[src/rtl/bus_arb_pkg.sv]
// Shared constants for the two-master data-memory arbiter: master ids,
// arbitration policy names and a constant-width helper.
package bus_arb_pkg;

  localparam logic MID_M0 = 1'b0;
  localparam logic MID_M1 = 1'b1;

  localparam string PRIO_FIXED = "FIXED";
  localparam string PRIO_RR    = "RR";

  function automatic int clog2(input int value);
    int r;
    r = 0;
    while ((1 << r) < value) begin
      r = r + 1;
    end
    return r;
  endfunction

endpackage

[src/rtl/rd_route_fifo.sv]
// In-order FIFO of master ids for reads in flight; head is the owner of the next response.
// Registered state, combinational head; push is ignored when full, pop ignored when empty.
module rd_route_fifo
  import bus_arb_pkg::*;
#(
  parameter  int DEPTH = 4,
  localparam int PW    = clog2(DEPTH),
  localparam int CW    = PW + 1
) (
  input  logic          clk_i,
  input  logic          srst,
  input  logic          push,
  input  logic          pop,
  input  logic          din,
  output logic          dout,
  output logic          full,
  output logic          empty,
  output logic [CW-1:0] count
);

  localparam logic [CW-1:0] FULL_CNT = CW'(DEPTH);

  logic [DEPTH-1:0] mem_q, mem_d;
  logic [PW-1:0]    wr_ptr_q, wr_ptr_d;
  logic [PW-1:0]    rd_ptr_q, rd_ptr_d;
  logic [CW-1:0]    count_q, count_d;
  logic             do_push, do_pop;

  assign full    = (count_q == FULL_CNT);
  assign empty   = (count_q == '0);
  assign count   = count_q;
  assign dout    = mem_q[rd_ptr_q];
  assign do_push = push & ~full;
  assign do_pop  = pop & ~empty;

  // DEPTH is a power of two, so plain pointer overflow wraps modulo DEPTH.
  always_comb begin
    mem_d    = mem_q;
    wr_ptr_d = wr_ptr_q;
    rd_ptr_d = rd_ptr_q;
    count_d  = count_q;
    if (do_push) begin
      mem_d[wr_ptr_q] = din;
      wr_ptr_d        = wr_ptr_q + PW'(1);
    end
    if (do_pop) begin
      rd_ptr_d = rd_ptr_q + PW'(1);
    end
    case ({do_push, do_pop})
      2'b10:   count_d = count_q + CW'(1);
      2'b01:   count_d = count_q - CW'(1);
      default: count_d = count_q;
    endcase
  end

  always_ff @(posedge clk_i) begin
    if (srst) begin
      mem_q    <= '0;
      wr_ptr_q <= '0;
      rd_ptr_q <= '0;
      count_q  <= '0;
    end else begin
      mem_q    <= mem_d;
      wr_ptr_q <= wr_ptr_d;
      rd_ptr_q <= rd_ptr_d;
      count_q  <= count_d;
    end
  end

endmodule

[src/rtl/bus_arb2.sv]
// Two-master/one-slave arbiter with in-order read-response routing; request, ack and
// response paths are combinational. Reads stall while RD_DEPTH reads are outstanding.
module bus_arb2
  import bus_arb_pkg::*;
#(
  parameter string PRIO_MODE = PRIO_FIXED,
  parameter int    RD_DEPTH  = 4
) (
  input  logic        clk_i,
  input  logic        srst,
  input  logic        m0_req_i,
  input  logic        m0_we_i,
  input  logic [31:0] m0_addr_bi,
  input  logic [3:0]  m0_be_bi,
  input  logic [31:0] m0_wdata_bi,
  output logic        m0_ack_o,
  output logic        m0_resp_o,
  output logic [31:0] m0_rdata_bo,
  input  logic        m1_req_i,
  input  logic        m1_we_i,
  input  logic [31:0] m1_addr_bi,
  input  logic [3:0]  m1_be_bi,
  input  logic [31:0] m1_wdata_bi,
  output logic        m1_ack_o,
  output logic        m1_resp_o,
  output logic [31:0] m1_rdata_bo,
  output logic        s_req_o,
  output logic        s_we_o,
  output logic [31:0] s_addr_bo,
  output logic [3:0]  s_be_bo,
  output logic [31:0] s_wdata_bo,
  input  logic        s_ack_i,
  input  logic        s_resp_i,
  input  logic [31:0] s_rdata_bi,
  output logic        err_o
);

  localparam int CW      = clog2(RD_DEPTH) + 1;
  localparam bit RR_MODE = (PRIO_MODE == PRIO_RR);

  logic [CW-1:0] rd_count;
  logic          fifo_full, fifo_empty, head_id;
  logic          push, pop;
  logic          elig0, elig1, lock_hold;
  logic          gnt_vld, gnt_id;
  logic          lock_vld_q, lock_vld_d;
  logic          lock_id_q, lock_id_d;
  logic          last_id_q, last_id_d;
  logic          err_q, err_d;

  rd_route_fifo #(.DEPTH(RD_DEPTH)) u_fifo (
    .clk_i (clk_i),
    .srst  (srst),
    .push  (push),
    .pop   (pop),
    .din   (gnt_id),
    .dout  (head_id),
    .full  (fifo_full),
    .empty (fifo_empty),
    .count (rd_count)
  );

  // Full is the registered count: a same-cycle pop does not free a slot for a read.
  assign elig0     = m0_req_i & ~(~m0_we_i & fifo_full);
  assign elig1     = m1_req_i & ~(~m1_we_i & fifo_full);
  assign lock_hold = lock_vld_q & ((lock_id_q == MID_M1) ? elig1 : elig0);

  always_comb begin
    gnt_vld = 1'b0;
    gnt_id  = MID_M0;
    if (srst) begin
      gnt_vld = 1'b0;
    end else if (lock_hold) begin
      gnt_vld = 1'b1;
      gnt_id  = lock_id_q;
    end else if (elig0 && elig1) begin
      gnt_vld = 1'b1;
      gnt_id  = RR_MODE ? ~last_id_q : MID_M0;
    end else if (elig0) begin
      gnt_vld = 1'b1;
      gnt_id  = MID_M0;
    end else if (elig1) begin
      gnt_vld = 1'b1;
      gnt_id  = MID_M1;
    end
  end

  always_comb begin
    s_req_o    = 1'b0;
    s_we_o     = 1'b0;
    s_addr_bo  = '0;
    s_be_bo    = '0;
    s_wdata_bo = '0;
    if (gnt_vld) begin
      s_req_o    = 1'b1;
      s_we_o     = (gnt_id == MID_M1) ? m1_we_i     : m0_we_i;
      s_addr_bo  = (gnt_id == MID_M1) ? m1_addr_bi  : m0_addr_bi;
      s_be_bo    = (gnt_id == MID_M1) ? m1_be_bi    : m0_be_bi;
      s_wdata_bo = (gnt_id == MID_M1) ? m1_wdata_bi : m0_wdata_bi;
    end
  end

  assign m0_ack_o = gnt_vld & (gnt_id == MID_M0) & s_ack_i;
  assign m1_ack_o = gnt_vld & (gnt_id == MID_M1) & s_ack_i;

  assign push = gnt_vld & ~s_we_o & s_ack_i;
  assign pop  = s_resp_i & ~fifo_empty & ~srst;

  assign m0_resp_o   = pop & (head_id == MID_M0);
  assign m1_resp_o   = pop & (head_id == MID_M1);
  assign m0_rdata_bo = m0_resp_o ? s_rdata_bi : '0;
  assign m1_rdata_bo = m1_resp_o ? s_rdata_bi : '0;
  assign err_o       = err_q;

  // Lock is recomputed each cycle: it survives only while the granted master waits unacked.
  always_comb begin
    lock_vld_d = gnt_vld & ~s_ack_i;
    lock_id_d  = gnt_vld ? gnt_id : lock_id_q;
    last_id_d  = (gnt_vld & s_ack_i) ? gnt_id : last_id_q;
    err_d      = err_q | (s_resp_i & (rd_count == '0));
  end

  always_ff @(posedge clk_i) begin
    if (srst) begin
      lock_vld_q <= 1'b0;
      lock_id_q  <= MID_M0;
      last_id_q  <= MID_M1;
      err_q      <= 1'b0;
    end else begin
      lock_vld_q <= lock_vld_d;
      lock_id_q  <= lock_id_d;
      last_id_q  <= last_id_d;
      err_q      <= err_d;
    end
  end

endmodule

[config.mk]
export PLATFORM = sky130hd
export DESIGN_NAME = bus_arb2
export DESIGN_NICKNAME = d
export VERILOG_FILES = /design/src/rtl/bus_arb_pkg.sv /design/src/rtl/rd_route_fifo.sv /design/src/rtl/bus_arb2.sv
export SDC_FILE = /design/constraint.sdc
export NUM_CORES = 1
export LEC_CHECK = 0
export ABC_AREA = 1
export BUFFER_PORTS_ARGS = -buffer_cell sky130_fd_sc_hd__buf_4
export CORE_AREA = 2 2 123 125
export DETAILED_ROUTE_END_ITERATION = 10
export DIE_AREA = 0 0 125 127
export PLACE_DENSITY_LB_ADDON = 0.2
export SYNTH_ARGS = -nofsm -noshare
export SYNTH_HDL_FRONTEND = slang
export SYNTH_SLANG_ARGS = --single-unit
[constraint.sdc]
create_clock -name clk_i -period 3.4 [get_ports clk_i]
set_input_delay 0.85 -clock clk_i [delete_from_list [all_inputs] [get_ports clk_i]]
set_output_delay 0.85 -clock clk_i [all_outputs]
set_load 0.01 [all_outputs]
==> results of run 1 <==
==> cells in the mapped netlist <==
cell type | n | area [sq um]
nor2_1 | 64 | 240.2
clkbuf_1 | 3 | 11.26
buf_4 | 2 | 15.01
nand3_2 | 7 | 70.07
nor2_4 | 3 | 33.78
a21oi_2 | 1 | 8.760
inv_2 | 5 | 18.77
nand2_4 | 2 | 22.52
inv_1 | 52 | 195.2
nand2_2 | 5 | 31.28
fa_1 | 1 | 20.02
nand3_1 | 5 | 25.02
nand2_8 | 1 | 20.02
dfxtp_1 | 14 | 280.3
ha_1 | 5 | 62.56
nand2_1 | 17 | 63.81
a21oi_1 | 10 | 50.05
o21ai_0 | 12 | 60.06
nor2_2 | 29 | 181.4
a22o_1 | 62 | 543.0
buf_6 | 16 | 180.2
buf_8 | 1 | 15.01
o22ai_1 | 1 | 6.260
or2_1 | 1 | 6.260
inv_6 | 1 | 8.760
==> logic make-up (layout without fill, tap and decap cells) <==
family | count (synthesis) | after routing
buffers and inverters | 80 | 384
AOI/OAI and AO/OA | 86 | 86
adders and majority gates | 6 | 6
DFF | 14 | 14
and+or+nand+nor | 134 | 134
==> metrics by stage <==
stage / std cells / setup slack, ns / hold slack [ns] / utilization (%) / total power [mW]
floorplan: 320 / 0.6548 / 0.4398 / - / 0.4152
CTS: 808 / 0.2660 / 0.4621 / 32.74 / 0.9740
global route: 808 / 0.1608 / 0.4788 / 32.74 / 1.027
global placement: 804 / 0.2794 / 0.4494 / 32.12 / 0.7237
finish: 808 / 0.2456 / 0.4570 / 32.74 / 0.9634
detailed placement: 804 / 0.2691 / 0.4487 / 32.12 / 0.7230
==> area by class of cell <==
type	instances	area share (%)
Inverter	58	4.716
Sequential cell	14	5.935
Multi-Input combinational cell	226	30.60
Clock buffer	4	1.881
Timing Repair Buffer	322	51.99
Tap cell	184	4.875
==> path summary, 6_finish.rpt <==
| kind | from | end | cells past startpoint |
|---|---|---|---|
| max reg2reg | u_fifo.count[0] | u_fifo.count[2] | 14 |
| min reg2reg | err_o | err_o | 2 |
| max | m0_we_i | s_wdata_bo[20] | 9 |
| min | err_o | err_o | 2 |
==> sequential cells by signal (all words and copies together), names as in the netlist <==
register / flops
err_o: 1
lock_id_q: 1
lock_vld_q: 1
u_fifo.count: 3
u_fifo.mem_q: 4
u_fifo.rd_ptr_q: 2
u_fifo.wr_ptr_q: 2
==> layer usage <==
metal,track usage (%),share of wire [%],vias to the layer above
met5,0,0,-
met4,1.765,1.1,0
li1,-,-,1659
met1,18.52,42,1457
met3,2.889,6.8,8
met2,25.00,51,133
==> power breakdown <==
group | internal, mW | switching [mW] | leakage [nW]
Sequential | 0.172 | 0.00510 | 0.114
Clock | 0.178 | 0.0665 | 0.0442
Combinational | 0.305 | 0.237 | 2.52
==> tightest hold or removal path, stage by stage, from the launching register on <==
cell and delay [ns]:
dfxtp_1 0.31, inv_1 0.05, a21oi_1 0.05
==> run metrics, run 1 <==
post-synthesis cell type count=25; cts repair resizes=0; Worst-path clk slew=about 0.05 ns; first-pass GRT wire length=18.08 mm; GR Overflow Total=0; Synth Area in Adders=roughly 3.8%; Post-Syn Instances=320; Syn Area/Cell=roughly 6.8 sq um; post-synthesis simple-gate area fraction=around a third; final critical-path share of the clock period=roughly 93%; routability cong.=approximately 0.91; Clock Latency Late Sink=around 0.24 ns; initial antenna violation count=0; Critical Path RT=2.55 ns; status=finished clean; Post-Syn Nets=roughly 500; post-route cell area=around 0.0047 sq mm; Leak Pwr=about 2.7 nW; Post-CTS Setup Repair Bufs=0; HP Class=flop to flop; multiplexer share of the synthesized area=0%; largest family of logic cells by synthesized area=simple AND/OR/NAND/NOR gates; clock root buffer=clkbuf_16; routed vias/inst=between 4 and 5; most frequent cells in the layout=buf_4, nor2_1, a22o_1, inv_1, nor2_2; Worst path top cell family by delay=buffers and inverters; layout cell share with drive strength beyond 1=about 61%; Fillers=1576; RSZ-0062 raised after global routing=no; synth-to-layout area growth=117.6%; CP Class=primary input to primary output; most used cell, CP=buf_4; synthesized area=about 0.0022 sq mm; Die Ht=approximately 130 um; initial drt markers=153; Arr. time, crit path=~2.3 ns; Placed Instance Area=roughly 0.0046 sq mm; Startpoint Class=primary input; CTS Sinks=14; Final Hold Fails=0; slew margin rel.=76.86%; WL/cell=~16 um; post-synthesis sequential area ratio=approximately an eighth; Post-DP HPWL=10.76 mm; vias in the first global route=3088; fmax=around 0.32 GHz; vias=approximately 3.3k; die width=125 um; yosys warns=0; die footprint=0.01588 sq mm; Total GRT Usage=roughly 14%; Least-Margin Pin Slew=roughly 0.35 ns; ANT cells=0; final wirelength=12.54 mm; post-route ant nets=0; Crit path largest cell delay=roughly 0.23 ns; multi-input logic area=between 0.001 and 0.0015 sq mm; DRC=0; Seq. cell area=~280 sq um; Slowest-stage cell, CP=inv_6; PD cells=between 200 and 250 mW/mm^2; number of buffers created by CTS=3; Final setup viols=0; largest net degree at the start of global routing=63; crit path capture type=primary output; #FFs+latches synth=14; drt first pass iters=4; commonest non-fill, non-tap cell in the layout=buf_4; Period minus WS final=3.154 ns; H-tree depth=1; maximum VDD drop=0.2908 mV; Fin Setup TNS=0 ns; MaxCap Viol Count=0; CTS tree=done; Max FO, Critical Path=29; Initial Util=between 10% and 20%; final net count=just over 800; Worst Skew=approximately 0.0017 ns; Placeable Area=~0.014 sq mm; xor and xnor fraction of the mapped netlist area=0%; deepest clock path buffer count=2; CP Buf/Inv Count=5; Slew Limit Fails=0; Synth Area in Compound Gates=a little under a third; # port buffers=314; reg-to-reg setup timing slack=approximately 1.1 ns; CTS Hold Bufs=0; IO Count=~320; critical-path cell list=buf_4 > inv_1 > nand3_1 > nand3_2 > nand2_4 > inv_6 > buf_4 > a22o_1 > buf_4; row count=between 40 and 50
No activity file was read; power rests on OpenSTA's default activity.
==> inputs of run 2 (changes only) <==
- MAX_ROUTING_LAYER: unset -> met4
- clock period: 3.4 -> 3.9 ns (I/O delays scaled with it)
==> run metrics, run 2 (synthesis gave the netlist of run 1 again) <==
status=finished clean; H-tree depth=1 (unchanged); synth-to-layout area growth=114.4%; post-route cell area=0.004652 sq mm (-1.5%); final wirelength=12.62 mm (+0.61%); Leak Pwr=2.642 nW (-1.5%); CP Buf/Inv Count=4 (-1); WL/cell=15.74 um (+1.4%); Arr. time, crit path=2.47 ns (+0.17 ns); Max FO, Critical Path=72 (+150%); RSZ-0062 raised after global routing=no; MaxCap Viol Count=0 (unchanged); vias=3258 (+0.031%); CTS tree=done; CP Class=primary input to primary output; PD cells=180.3 mW/mm^2 (-12%); GR Overflow Total=0 (unchanged); first-pass GRT wire length=18.31 mm (+1.3%); slew margin rel.=37.59% (-39 points); fmax=about 0.29 GHz; Slew Limit Fails=0 (unchanged); Startpoint Class=primary input; Final Hold Fails=0 (unchanged); Worst-path clk slew=0.05 ns (about the same); Final setup viols=0 (unchanged); Least-Margin Pin Slew=0.9362 ns (+0.5890 ns); crit path capture type=primary output; max reg flops=4 (unchanged); commonest non-fill, non-tap cell in the layout=buf_4; IO Count=315 (unchanged); cts repair resizes=0 (unchanged); most frequent cells in the layout=buf_4, nor2_1, a22o_1, inv_1, nor2_2; Total GRT Usage=14.78% (+0.57 points); die footprint=0.01588 sq mm (unchanged); Crit path largest cell delay=0.40 ns (+0.17 ns); final net count=801 (-0.74%); initial drt markers=119 (-22%); maximum VDD drop=0.2944 mV (+1.3%); Slowest-stage cell, CP=inv_6; Initial Util=15.04% (unchanged); critical-path cell list=buf_4 > inv_1 > nand3_1 > nand3_2 > nand2_4 > inv_6 > a22o_1 > buf_4; CTS Sinks=14 (unchanged); Post-DP HPWL=10.69 mm (-0.70%); Fillers=1562 (-0.89%); # port buffers=314 (unchanged); ANT cells=0 (unchanged); Worst path top cell family by delay=buffers and inverters; initial antenna violation count=0 (unchanged); Pwr Total=838.8 uW (-13%); most used cell, CP=buf_4; layout cell share with drive strength beyond 1=60.68% (-0.38 points); DRC=0 (unchanged); Seq. cell area=280.3 sq um (unchanged); Post-CTS Setup Repair Bufs=0 (unchanged); HP Class=flop to flop; number of buffers created by CTS=3 (unchanged); row count=44 (unchanged); Period minus WS final=3.446 ns; Biggest register=u_fifo.mem_q; final critical-path share of the clock period=between 80 and 90%; Critical Path RT=2.92 ns (+0.37 ns); routed vias/inst=4.062 (+0.78%); Clock Latency Late Sink=0.24 ns (about the same); Worst Skew=0.002456 ns (+0.0007749 ns); drt first pass iters=4 (unchanged); vias in the first global route=3190 (+3.3%); deepest clock path buffer count=2 (unchanged); routability cong.=0.8840 (-3.0%); Die Ht=127 um (unchanged); post-route ant nets=0 (unchanged); die width=125 um (unchanged); Placeable Area=0.01442 sq mm (unchanged); Fin Setup TNS=0 ns (unchanged); clock root buffer=clkbuf_16; Placed Instance Area=0.004563 sq mm (-1.5%); CTS Hold Bufs=0 (unchanged); largest net degree at the start of global routing=73 (+16%); multi-input logic area=0.001445 sq mm (unchanged)
-- run 2: cell count changes in the layout (fill, tap and decap cells not counted), sizes merged --
cell	change
buf	-6
-- run 2: per-layer routing --
metal / wire (um) / track usage, % / up-vias / share of wire [%]
met5: 0 / - / - / 0
met4: 257 / 2.941 / 0 / 2.0
met3: 684 / 1.968 / 14 / 5.4
met2: 6337 / 25.61 / 137 / 50
met1: 5340 / 18.57 / 1465 / 42
li1: - / - / 1642 / -
-- run 2: worst reg2reg max path: cells and delay by family (launching register included) --
family | cells | cell delay (ns)
AND/OR/NAND/NOR | 7 | 0.82
adder cells (fa/ha/maj) | 2 | 0.52
AO/OA/AOI/OAI | 4 | 0.47
flip-flops | 1 | 0.33
buffers and inverters | 1 | 0.06
-- run 2: layout make-up --
type,instances,area share (%)
timing repair buffer,316,51.26
multi-input combinational,226,31.07
sequential,14,6.025
tap,184,4.949
inverter,58,4.788
clock buffer,4,1.910
-- run 2: through the flow --
stage	worst slack (ns)	util [%]	hold WS [ns]	cells
2_1_floorplan	0.9048	-	0.4398	320
3_3_place_gp	0.4877	31.64	0.4427	798
3_5_place_dp	0.4744	31.64	0.4563	798
4_1_cts	0.4697	32.25	0.4656	802
5_1_grt	0.3252	32.25	0.4889	802
6_report	0.4544	32.25	0.4642	802
-- run 2: worst paths after layout --
| path | from | end | cells past startpoint | slack [ns] |
|---|---|---|---|---|
| worst max-delay path | m0_we_i | s_wdata_bo[20] | 8 | 0.45 |
| worst min-delay path | err_o | err_o | 2 | 0.46 |
| worst max register to register | u_fifo.count[0] | u_fifo.count[2] | 14 | 1.60 |
| worst min register to register | err_o | err_o | 2 | 0.46 |
-- run 2: where the power goes --
| part | internal, mW | switching, mW |
|---|---|---|
| registers | 0.150 | 0.00430 |
| logic | 0.260 | 0.207 |
| clock network | 0.156 | 0.0615 |
| total | 0.566 | 0.273 |
==> inputs of run 3 (changes only) <==
- CELL_PAD_IN_SITES_DETAIL_PLACEMENT: unset -> 0
- CELL_PAD_IN_SITES_GLOBAL_PLACEMENT: unset -> 1
- CORE_AREA: 2 2 123 125 -> 2 2 124 126
- DIE_AREA: 0 0 125 127 -> 0 0 126 128
==> run metrics, run 3 (synthesis gave the netlist of run 1 again) <==
Startpoint Class=primary input; Setup crit end=s_wdata_bo[5]; Slowest-stage cell, CP=a22o_1; reg-to-reg setup timing slack=1.57 ns (-0.03 ns); # port buffers=314 (unchanged); GR Overflow Total=0 (unchanged); Biggest register=u_fifo.mem_q; Least-Margin Pin Slew=0.9563 ns (+0.02012 ns); Clock Latency Late Sink=0.24 ns (about the same); Post-DP HPWL=12.11 mm (+13%); vias in the first global route=2935 (-8.0%); Post-CTS Setup Repair Bufs=0 (unchanged); most frequent cells in the layout=buf_4, nor2_1, a22o_1, inv_1, nor2_2; die width=126 um (+0.80%); synth-to-layout area growth=116.8%; switching share of power=33.53% (+0.95 points); Max FO, Critical Path=29 (-60%); Final setup viols=0 (unchanged); multi-input logic area=0.001445 sq mm (unchanged); CP Class=primary input to primary output; final critical-path share of the clock period=90.73% (+2.4 points); number of buffers created by CTS=3 (unchanged); pre-CTS setup slack=0.3943 ns (-0.08011 ns); final net count=804 (+0.37%); initial drt markers=195 (+64%); Final WS setup=0.3616 ns (-0.09280 ns); clock network fraction of total power=24.9% (-1.0 points); fmax=0.2826 GHz (-2.6%); MaxCap Viol Count=0 (unchanged); Arr. time, crit path=2.56 ns (+0.09 ns); logic gate share of total power=57.2% (+1.4 points); internal cell power=571.4 uW (+1.0%); critical-path cell list=buf_4 > inv_2 > nand3_2 > nand2_2 > nand2_2 > inv_2 > buf_12 > a22o_1 > buf_4; Fillers=1608 (+2.9%); CTS tree=done; final wirelength=14.24 mm (+13%); worst r2r src=u_fifo.count[0]; maximum VDD drop=0.1923 mV (-35%); Final Hold Fails=0 (unchanged); layout cell share with drive strength beyond 1=60.87% (+0.19 points); placed insts=805 (+0.88%); R2R depth=14 (unchanged); Seq. cell area=280.3 sq um (unchanged); max reg flops=4 (unchanged); IO Count=315 (unchanged); largest net degree at the start of global routing=37 (-49%); initial antenna violation count=0 (unchanged); Reg2Reg Capture Point=u_fifo.count[2]; Pwr Total=859.6 uW (+2.5%); routed vias/inst=4.093 (+0.75%); routability cong.=0.8517 (-3.7%); clock root buffer=clkbuf_16; Crit path largest cell delay=0.28 ns (-0.12 ns); Worst Setup SP=srst; die footprint=0.01613 sq mm (+1.6%); Fin Setup TNS=0 ns (unchanged); Met2 Wirelength=6.348 mm (+0.17%); Leak Pwr=2.665 nW (+0.86%); vias=3311 (+1.6%); row count=45 (+2.3%); DRC=0 (unchanged); final std cells w/o fill=809 (+0.87%); CTS Hold Bufs=0 (unchanged); post-route ant nets=0 (unchanged); Critical Path RT=2.92 ns (about the same); PD cells=182.7 mW/mm^2 (+1.3%); deepest clock path buffer count=2 (unchanged); crit path capture type=primary output; status=finished clean; WL/cell=17.60 um (+12%); WL met3=909 um (+33%); commonest non-fill, non-tap cell in the layout=buf_4; Worst Skew=0.0006591 ns (-0.001797 ns); Worst-path clk slew=0.05 ns (about the same); cts repair resizes=0 (unchanged); RSZ-0062 raised after global routing=no; CTS Sinks=14 (unchanged); Initial Util=14.60% (-0.45 points); Sequential Power Share=17.9% (-0.5 points); DR top layer=met4; drt first pass iters=4 (unchanged); Die Ht=128 um (+0.79%); first-pass GRT wire length=19.24 mm (+5.1%); Sw Pwr=288.2 uW (+5.5%); Period minus WS final=3.538 ns (+0.09280 ns); Total GRT Usage=16.18% (+1.4 points); HP Class=flop to flop; Slew Limit Fails=0 (unchanged); Placeable Area=0.01486 sq mm (+3.1%); H-tree depth=1 (unchanged); ANT cells=0 (unchanged); M1 wire length=6.965 mm (+30%); slew margin rel.=36.25% (-1.3 points)
[run 3: cell types whose count changed in the layout (fill, tap and decap cells not counted)]
cell and change:
buf_4 +1, buf_12 +2
[run 3: metal layers]
metal	GRT usage [%]	vias up
li1	-	1648
met1	24.44	1501
met2	23.72	158
met3	2.671	4
met4	0.5818	0
met5	-	-
[run 3: metrics by stage]
step,util [%],hold WS [ns],instance area (sq um)
finish,31.65,0.4575,4705
global route,31.65,0.4796,4705
CTS,31.65,0.4619,4705
detailed placement,31.05,0.4532,4616
global placement,31.05,0.4425,4616
floorplan,-,0.4398,2170
[run 3: power groups by stage]
stage          clock [mW]  sequential (mW)  combinational, mW
3_5_place_dp            0            0.157              0.490
2_1_floorplan           0            0.156              0.206
6_report            0.214            0.154              0.492
4_1_cts             0.220            0.154              0.492
3_3_place_gp            0            0.157              0.490
5_1_grt             0.230            0.155              0.526
[run 3: worst min path at each step]
stage                    from   endpoint  slack (ns)  depth (start not counted)
finish                  err_o      err_o        0.46                          2
global route        lock_id_q  lock_id_q        0.48                          2
detailed placement  lock_id_q  lock_id_q        0.45                          2
global placement        err_o      err_o        0.44                          2
CTS                 lock_id_q  lock_id_q        0.46                          2
floorplan           lock_id_q  lock_id_q        0.44                          2
[run 3: cell type report]
type                            instances  share of cell area, %
Timing Repair Buffer                  319                  51.70
Multi-Input combinational cell        226                  30.72
Sequential cell                        14                  5.957
Tap cell                              188                  5.000
Inverter                               58                  4.734
Clock buffer                            4                  1.888
[run 3: worst max-delay path, delay by kind of cell]
kind	cells	cell delay (ns)
and+or+nand+nor	3	0.36
AOI/OAI and AO/OA	1	0.28
buffers and inverters	5	0.93
